<file path="src/rtl/alu_share_arbiter.sv">
// alu_share_arbiter: one registered 32-bit ALU shared by two valid/ready requesters.
// Define ALU_ARB_RR_EN for round-robin arbitration; otherwise port 0 has fixed priority.

module alu_share_core (
  input  logic [31:0] a,
  input  logic [31:0] b,
  input  logic [2:0]  ctrl,
  output logic [31:0] result,
  output logic [3:0]  flags
);
  logic [31:0] bb, sum;
  logic        cout, ovf;

  always_comb begin
    bb = ctrl[0] ? ~b : b;
    {cout, sum} = {1'b0, a} + {1'b0, bb} + {32'd0, ctrl[0]};
    ovf = ~ctrl[1] & ~(ctrl[0] ^ a[31] ^ b[31]) & (a[31] ^ sum[31]);
    case (ctrl)
      3'b000, 3'b001: result = sum;
      3'b010:         result = a & b;
      3'b011:         result = a | b;
      3'b101:         result = {31'd0, sum[31]};
      default:        result = '0;
    endcase
    // {Carry, OverFlow, Zero, Negative}
    flags = {~ctrl[1] & cout, ovf, result == 32'd0, result[31]};
  end
endmodule

module alu_share_arbiter #(
  parameter int CNT_W = 16
) (
  input  logic             clk,
  input  logic             rst,
  input  logic             s0_valid,
  output logic             s0_ready,
  input  logic [31:0]      s0_a,
  input  logic [31:0]      s0_b,
  input  logic [2:0]       s0_ctrl,
  input  logic             s1_valid,
  output logic             s1_ready,
  input  logic [31:0]      s1_a,
  input  logic [31:0]      s1_b,
  input  logic [2:0]       s1_ctrl,
  output logic             r0_valid,
  input  logic             r0_ready,
  output logic [31:0]      r0_result,
  output logic [3:0]       r0_flags,
  output logic             r1_valid,
  input  logic             r1_ready,
  output logic [31:0]      r1_result,
  output logic [3:0]       r1_flags,
  output logic             busy,
  output logic [CNT_W-1:0] op_cnt
);
`ifdef ALU_ARB_RR_EN
  localparam logic RR_EN = 1'b1;
`else
  localparam logic RR_EN = 1'b0;
`endif

  typedef enum logic [1:0] {IDLE, EXEC, RESP} state_t;
  typedef struct packed {
    logic [31:0] a;
    logic [31:0] b;
    logic [2:0]  ctrl;
  } alu_req_t;

  state_t      state, state_nxt;
  alu_req_t    req_q, req_sel;
  logic        owner, last_grant, grant, req_hs, rsp_hs;
  logic [31:0] result_q, alu_result;
  logic [3:0]  flags_q, alu_flags;

  // grant=1 selects port 1; on contention round-robin flips away from last_grant
  always_comb begin
    grant = 1'b0;
    if (s0_valid && s1_valid) grant = RR_EN & ~last_grant;
    else if (s1_valid)        grant = 1'b1;
    req_sel = grant ? '{a: s1_a, b: s1_b, ctrl: s1_ctrl}
                    : '{a: s0_a, b: s0_b, ctrl: s0_ctrl};
  end

  always_comb begin
    state_nxt = state;
    s0_ready  = 1'b0;
    s1_ready  = 1'b0;
    r0_valid  = 1'b0;
    r1_valid  = 1'b0;
    req_hs    = 1'b0;
    rsp_hs    = 1'b0;
    case (state)
      IDLE: begin
        s0_ready = s0_valid & ~grant;
        s1_ready = s1_valid & grant;
        req_hs   = s0_ready | s1_ready;
        if (req_hs) state_nxt = EXEC;
      end
      EXEC: state_nxt = RESP;
      RESP: begin
        r0_valid = ~owner;
        r1_valid = owner;
        rsp_hs   = owner ? r1_ready : r0_ready;
        if (rsp_hs) state_nxt = IDLE;
      end
      default: state_nxt = IDLE;
    endcase
  end

  alu_share_core u_alu (
    .a      (req_q.a),
    .b      (req_q.b),
    .ctrl   (req_q.ctrl),
    .result (alu_result),
    .flags  (alu_flags)
  );

  always_ff @(posedge clk or posedge rst) begin
    if (rst) begin
      state      <= IDLE;
      req_q      <= '0;
      owner      <= 1'b0;
      last_grant <= 1'b1;
      result_q   <= '0;
      flags_q    <= '0;
      op_cnt     <= '0;
    end else begin
      state <= state_nxt;
      if (req_hs) begin
        req_q      <= req_sel;
        owner      <= grant;
        last_grant <= grant;
      end
      if (state == EXEC) begin
        result_q <= alu_result;
        flags_q  <= alu_flags;
      end
      if (rsp_hs && (op_cnt != '1)) op_cnt <= op_cnt + {{(CNT_W-1){1'b0}}, 1'b1};
    end
  end

  assign busy      = (state != IDLE);
  assign r0_result = result_q;
  assign r1_result = result_q;
  assign r0_flags  = flags_q;
  assign r1_flags  = flags_q;
endmodule

</file>
<file path="config.mk">
export PLATFORM = sky130hd
export DESIGN_NAME = alu_share_arbiter
export DESIGN_NICKNAME = d
export VERILOG_FILES = /design/src/rtl/alu_share_arbiter.sv
export SDC_FILE = /design/constraint.sdc
export NUM_CORES = 1
export LEC_CHECK = 0
export ABC_AREA = 1
export CAP_MARGIN = 20
export CORE_UTILIZATION = 60
export DETAILED_ROUTE_END_ITERATION = 8
export DONT_BUFFER_PORTS = 1
export PLACE_DENSITY = 0.79
export SLEW_MARGIN = 25
export SYNTH_ARGS = -nofsm -noshare
export SYNTH_HDL_FRONTEND = slang
export SYNTH_HIERARCHICAL = 1
export SYNTH_SLANG_ARGS = --single-unit
</file>
<file path="constraint.sdc">
create_clock -name clk -period 5.7 [get_ports clk]
set_input_delay 1.14 -clock clk [delete_from_list [all_inputs] [get_ports clk]]
set_output_delay 1.14 -clock clk [all_outputs]
set_load 0.02 [all_outputs]
</file>
# --- After elaboration in Yosys (flattened, before gate mapping) ---
# Cells that the tools add are included.
totals:
  ff_bits: 122
  input_bits: 140
  out_inout_bits: 93
  elab_cells: 59
classes:
  n_addsub: 3
  n_eq_ne: 9
  mux: 15
  bitwise: 16
  reduce_logical: 8
op_table:
  columns: ["operator", "n"]
  rows:
  - ["$pmux 32 s4", 1]
  - ["$mux 67", 1]
  - ["$add 32x32->33", 1]
  - ["$add 33x1->33", 1]
  - ["$and 32x32->32", 1]
  - ["$logic_not 32->1", 1]
  - ["$mux 32", 1]
  - ["$not 32->32", 1]
  - ["$or 32x32->32", 1]
  - ["$add 16x1->16 const B", 1]
  - ["$ne 16x16->1 const B", 1]
  - ["$mux 1", 9]
  - ["$eq 3x2->1 const B", 2]
  - ["$pmux 2 s3", 1]
  - ["$and 1x1->1", 5]
  - ["$mux 2", 2]
  - ["$ne 2x2->1 const B", 2]
  - ["$not 1->1", 4]
  - ["$eq 3x1->1 const B", 1]
  - ["$eq 3x3->1 const B", 1]
  - ["$logic_not 3->1", 1]
  - ["$xor 1x1->1", 3]
  - ["$eq 2x1->1 const B", 1]
  - ["$eq 2x2->1 const B", 1]
  - ["6 further kinds", 7]

# --- Depth between registers and ports, before layout ---
depth:
  ltp_word: 7
  mapped_depth: 25
  mapped_depth_nobuf: 21

# --- Modules after synthesis ---
# Netlist, hierarchy kept.
by_module_without_submodules:
  columns: ["module", "instances", "cells_each", "area_each_um2", "seq_area_each_um2"]
  rows:
  - ["alu_share_arbiter", 1, 647, 5804.3, 3052.9]
  - ["alu_share_core", 1, 764, 3933.8, 0.0]

# --- Worst setup path before layout ---
# No wires, ideal clock.
synth_path:
  path_kind: "register to register"
  startpoint: "register req_q[0] (netlist bit)"
  endpoint: "register flags_q[2], in the netlist r0_flags[2]"
  setup_ns: 0.065
  arrival_time_ns: 3.039
  t_required_ns: 5.635
  path_slack_ns: 2.596
  stages_incl_launch_ff: 23
  n_path_buf: 5
  synth_period_minus_slack_ns: 3.104
  cell_sequence: "dfrtp_1 buf_4 buf_2 buf_2 buf_2 xor2_1 ha_1 nand2_1 inv_1 nand2_1 nand2_1 inv_1 nand2_2 nand2_2 nand2_2 nand2_2 nand2_1 nand2_2 nand2_1 or3_1 a21oi_2 buf_4 mux2_2"
synth_via:
  elab_chain_len: 5
  elab_cells_between_ends: 9
  classes_between: "2 x add/sub; 1 x mux; 6 x bitwise"
synth_rtl:
  columns: ["item", "line", "source"]
  rows:
  - ["start, declared", "70", "alu_req_t req_q, req_sel;"]
  - ["start signal, assigned", "130", "req_q <= req_sel;"]
  - ["$mux 32 / $xor 1x1->1 (equally long branches)", "15, 17", null]
  - ["$add 32x32->33 / $xor 1x1->1 (equally long branches)", "16, 17", null]
  - ["$add 33x1->33 / $not 1->1 (equally long branches)", "16, 17", null]
  - ["$xor 1x1->1 / $and 1x1->1 (equally long branches)", "17", "ovf = ~ctrl[1] & ~(ctrl[0] ^ a[31] ^ b[31]) & (a[31] ^ sum[31]);"]
  - ["$and 1x1->1 *", "17", null]
  - ["named net u_alu.ovf", "12", "logic cout, ovf;"]
  - ["end signal, assigned", "136", "flags_q <= alu_flags;"]
  - ["end, declared", "73", "logic [3:0] flags_q, alu_flags;"]
# Mark *: on every way through the listed nets, which the timed path passes. The rest lies on a longest branch.
# A chain may end at the register's enable or synchronous reset.

# --- Worst setup path in the final report ---
layout_path:
  startpoint: "register req_q[0] (netlist bit)"
  endpoint: "register flags_q[1], in the netlist r0_flags[1]"
layout_via:
  elab_chain_len: 5
  elab_cells_between_ends: 11
  classes_between: "2 x add/sub; 4 x eq/ne; 2 x mux; 3 x reduce/logical"
layout_rtl:
  columns: ["item", "line", "source"]
  rows:
  - ["$mux 32", "15", "bb = ctrl[0] ? ~b : b;"]
  - ["$add 32x32->33", "16", "{cout, sum} = {1'b0, a} + {1'b0, bb} + {32'd0, ctrl[0]};"]
  - ["$add 33x1->33", "16", null]
  - ["$pmux 32 s4 *", "18", "case (ctrl)"]
  - ["$logic_not 32->1 *", "26", "flags = {~ctrl[1] & cout, ovf, result == 32'd0, result[31]};"]
  - ["named net alu_flags[1]", "73", null]
# Marked as above.

==> results.cfg <==
[sta]
slew_headroom_pct = 36.9
rsz0062_at_grt = no
maxSlewViolCount = 0
holdWs_ns = 0.584
min_period_ns = 3.83
max_freq_mhz = 261
hold_viol_final = 0
finalCritPeriodShare_pct = 67.2
clock_skew_ns = 0.0110
worst_pin_slew_ns = 0.942
setup_viol = 0
tns_ns = 0

[placement]
dp_hpwl_um = 21700
gp_congestion = 1.03
dp.cells = 1551
io_buffers = 0

[critical_path]
crit_path_start_kind = register
critPathKind = register to register
cp.arrival_ns = 4.19
r2r_cells = 17
cp_data_required_time_ns = 6.06
crit_fanout = 33
setup.worst_path.end_class = register

[cts]
cts_resized = 0
cts.sinks = 122
clockRootBuffer = clkbuf_16
htree_levels = 4
clock_latency_ns = 0.43
cts_tree = done
cts_setup_buffers = 0
cts-buffers-inserted = 17
ctsHoldBuffers = 0
clk_pin_slew_ns = 0.06
cts_max_path_buffers = 2

[synthesis]
synth_most_common_cell = nand2_1
syn_area_um2 = 9740
yosysTopAreaCellShare_pct = 31.4
synth-edff-count = 0
yosysUniqueCellTypes = 42
synth_seq_cells = 122
async_flop_share_pct = 100
synth_cells = 1411
ys.flop_type = dfrtp_1
synthTopCellsByCount = nand2_1 (467), nor2_1 (162), inv_1 (153)
synth_area_leaders = dfrtp_1 (31%), nand2_1 (18%), nor2_1 (6.2%), inv_1 (5.9%), ha_1 (4.8%)
synth_area_leader_cell = dfrtp_1
yosys_warnings = 6
syn_avg_cell_area_um2 = 6.90
synth_seq_area_share_pct = 31.4
synth_nets = 1589

[die]
core_area_um2 = 15900
initial_core_util_pct = 61.3
rows = 46
ioPinCount = 233
dieArea_um2 = 16700
dieHeight_um = 129
die_w_um = 129

[route]
ant_nets = 0
via_per_inst = 5.65
wl_um = 27700
vias = 8943
drc = 0
routedWlPerCell_um = 17.5
dr.pass1.iters = 6
drt_iter0_drc = 807

[global_routing]
grt_antenna_before_repair = 0
grt_pass1_vias = 7933
grt_overflow_total = 0
grt_pass1_wl_um = 42700
grt_use_total_pct = 34.2
grt_max_degree = 80

[worst_hold_path]
min_path_type = register to register
hold_path_depth = 2

[final_layout]
finalNonFillerCells = 1582
layout-drive-gt1-share_pct = 9.66
fillers = 1487
ff_latch_area_um2 = 3050
antenna-diode-count = 0
area_growth_pct = 3.87
num-nets-final = 1532
multi_input_comb_area_um2 = 5560

[run]
drv_cap = 0

[run_status]
status = completed
## placed cells by master, fill, tap and decap left out, types with 11 or more instances in the layout
cell / n
a21oi_1: 27
a31oi_1: 67
clkbuf_16: 17
dfrtp_1: 121
ha_1: 37
inv_1: 152
maj3_1: 24
mux2_2: 36
nand2_1: 467
nand2_2: 16
nand3_1: 73
nand3b_1: 12
nand4_1: 21
nor2_1: 161
nor2_2: 11
o21ai_0: 18
xor2_1: 35
## layout make-up
class	instances	share of cell area [%]
clock buffers	19	4.48
clock inverters	12	1.14
inverters	161	6.02
multi-input cells	1045	54.9
flip-flops and latches	122	30.2
well taps	216	2.67
repair buffers	7	0.557
## stage by stage
step	instance area (um2)	setup WS [ns]	utilization, %
4_1_cts	10100	2.01	63.6
3_3_place_gp	9540	2.06	60.1
6_report	10100	1.87	63.7
3_5_place_dp	9540	2.04	60.1
5_1_grt	10100	1.70	63.7
2_1_floorplan	9740	1.32	-
## path summary, 6_finish.rpt
kind / startpoint / endpoint / slack, ns
worst min-delay path: req_q[31]$_DFFE_PP0P_ / req_q[31]$_DFFE_PP0P_ / 0.58
worst min register to register: req_q[31]$_DFFE_PP0P_ / req_q[31]$_DFFE_PP0P_ / 0.58
min in group asynchronous: rst / req_q[5]$_DFFE_PP0P_ / 0.74
max in group asynchronous: rst / r0_result[23]$_DFFE_PP0N_ / 4.42
worst max-delay path: req_q[0]$_DFFE_PP0P_ / r0_flags[1]$_DFFE_PP0N_ / 1.87
worst max register to register: req_q[0]$_DFFE_PP0P_ / r0_flags[1]$_DFFE_PP0N_ / 1.87
## worst max-delay path, cell delays in order (launching register included)
cell and delay (ns):
dfrtp_2 0.71, buf_4 0.49, buf_4 0.29, xor2_1 0.09
ha_1 0.40, nand2_1 0.14, nor2_1 0.22, nand2_1 0.13
nor2_1 0.23, nor2_2 0.09, a21oi_2 0.14, nor2_1 0.05
nor2_1 0.18, nand2_1 0.12, nor2_1 0.11, nand2_1 0.09
nor2_1 0.11, mux2_2 0.15
## metal layers
metal  wire, um  share of wire, %  track usage, %  vias up
li1           -                 -               -     4364
met1      12400                45            49.1     4113
met2      11900                43            50.0      414
met3       2740               9.9            7.56       52
met4        731               2.6            12.8        0
met5          0                 0               0        -
## registers in the layout, summed over array words and instances (netlist names)
signal	count
state	2
r0_result	32
req_q	67
r0_flags	4
owner	1
op_cnt	16
## cells by family (layout without fill, tap and decap cells)
group	Yosys count	in the layout	share of synthesized area [%]
mux	36	36	4.16
xor+xnor	40	40	3.60
simple gates	782	782	34.0
flops	122	122	31.4
buf+inv	244	199	11.7
fa+ha+maj	62	62	7.43
compound gates	125	125	7.75
Power is not shown: default switching activity piles up to over one toggle a cycle in this logic, so the estimate is an artifact.
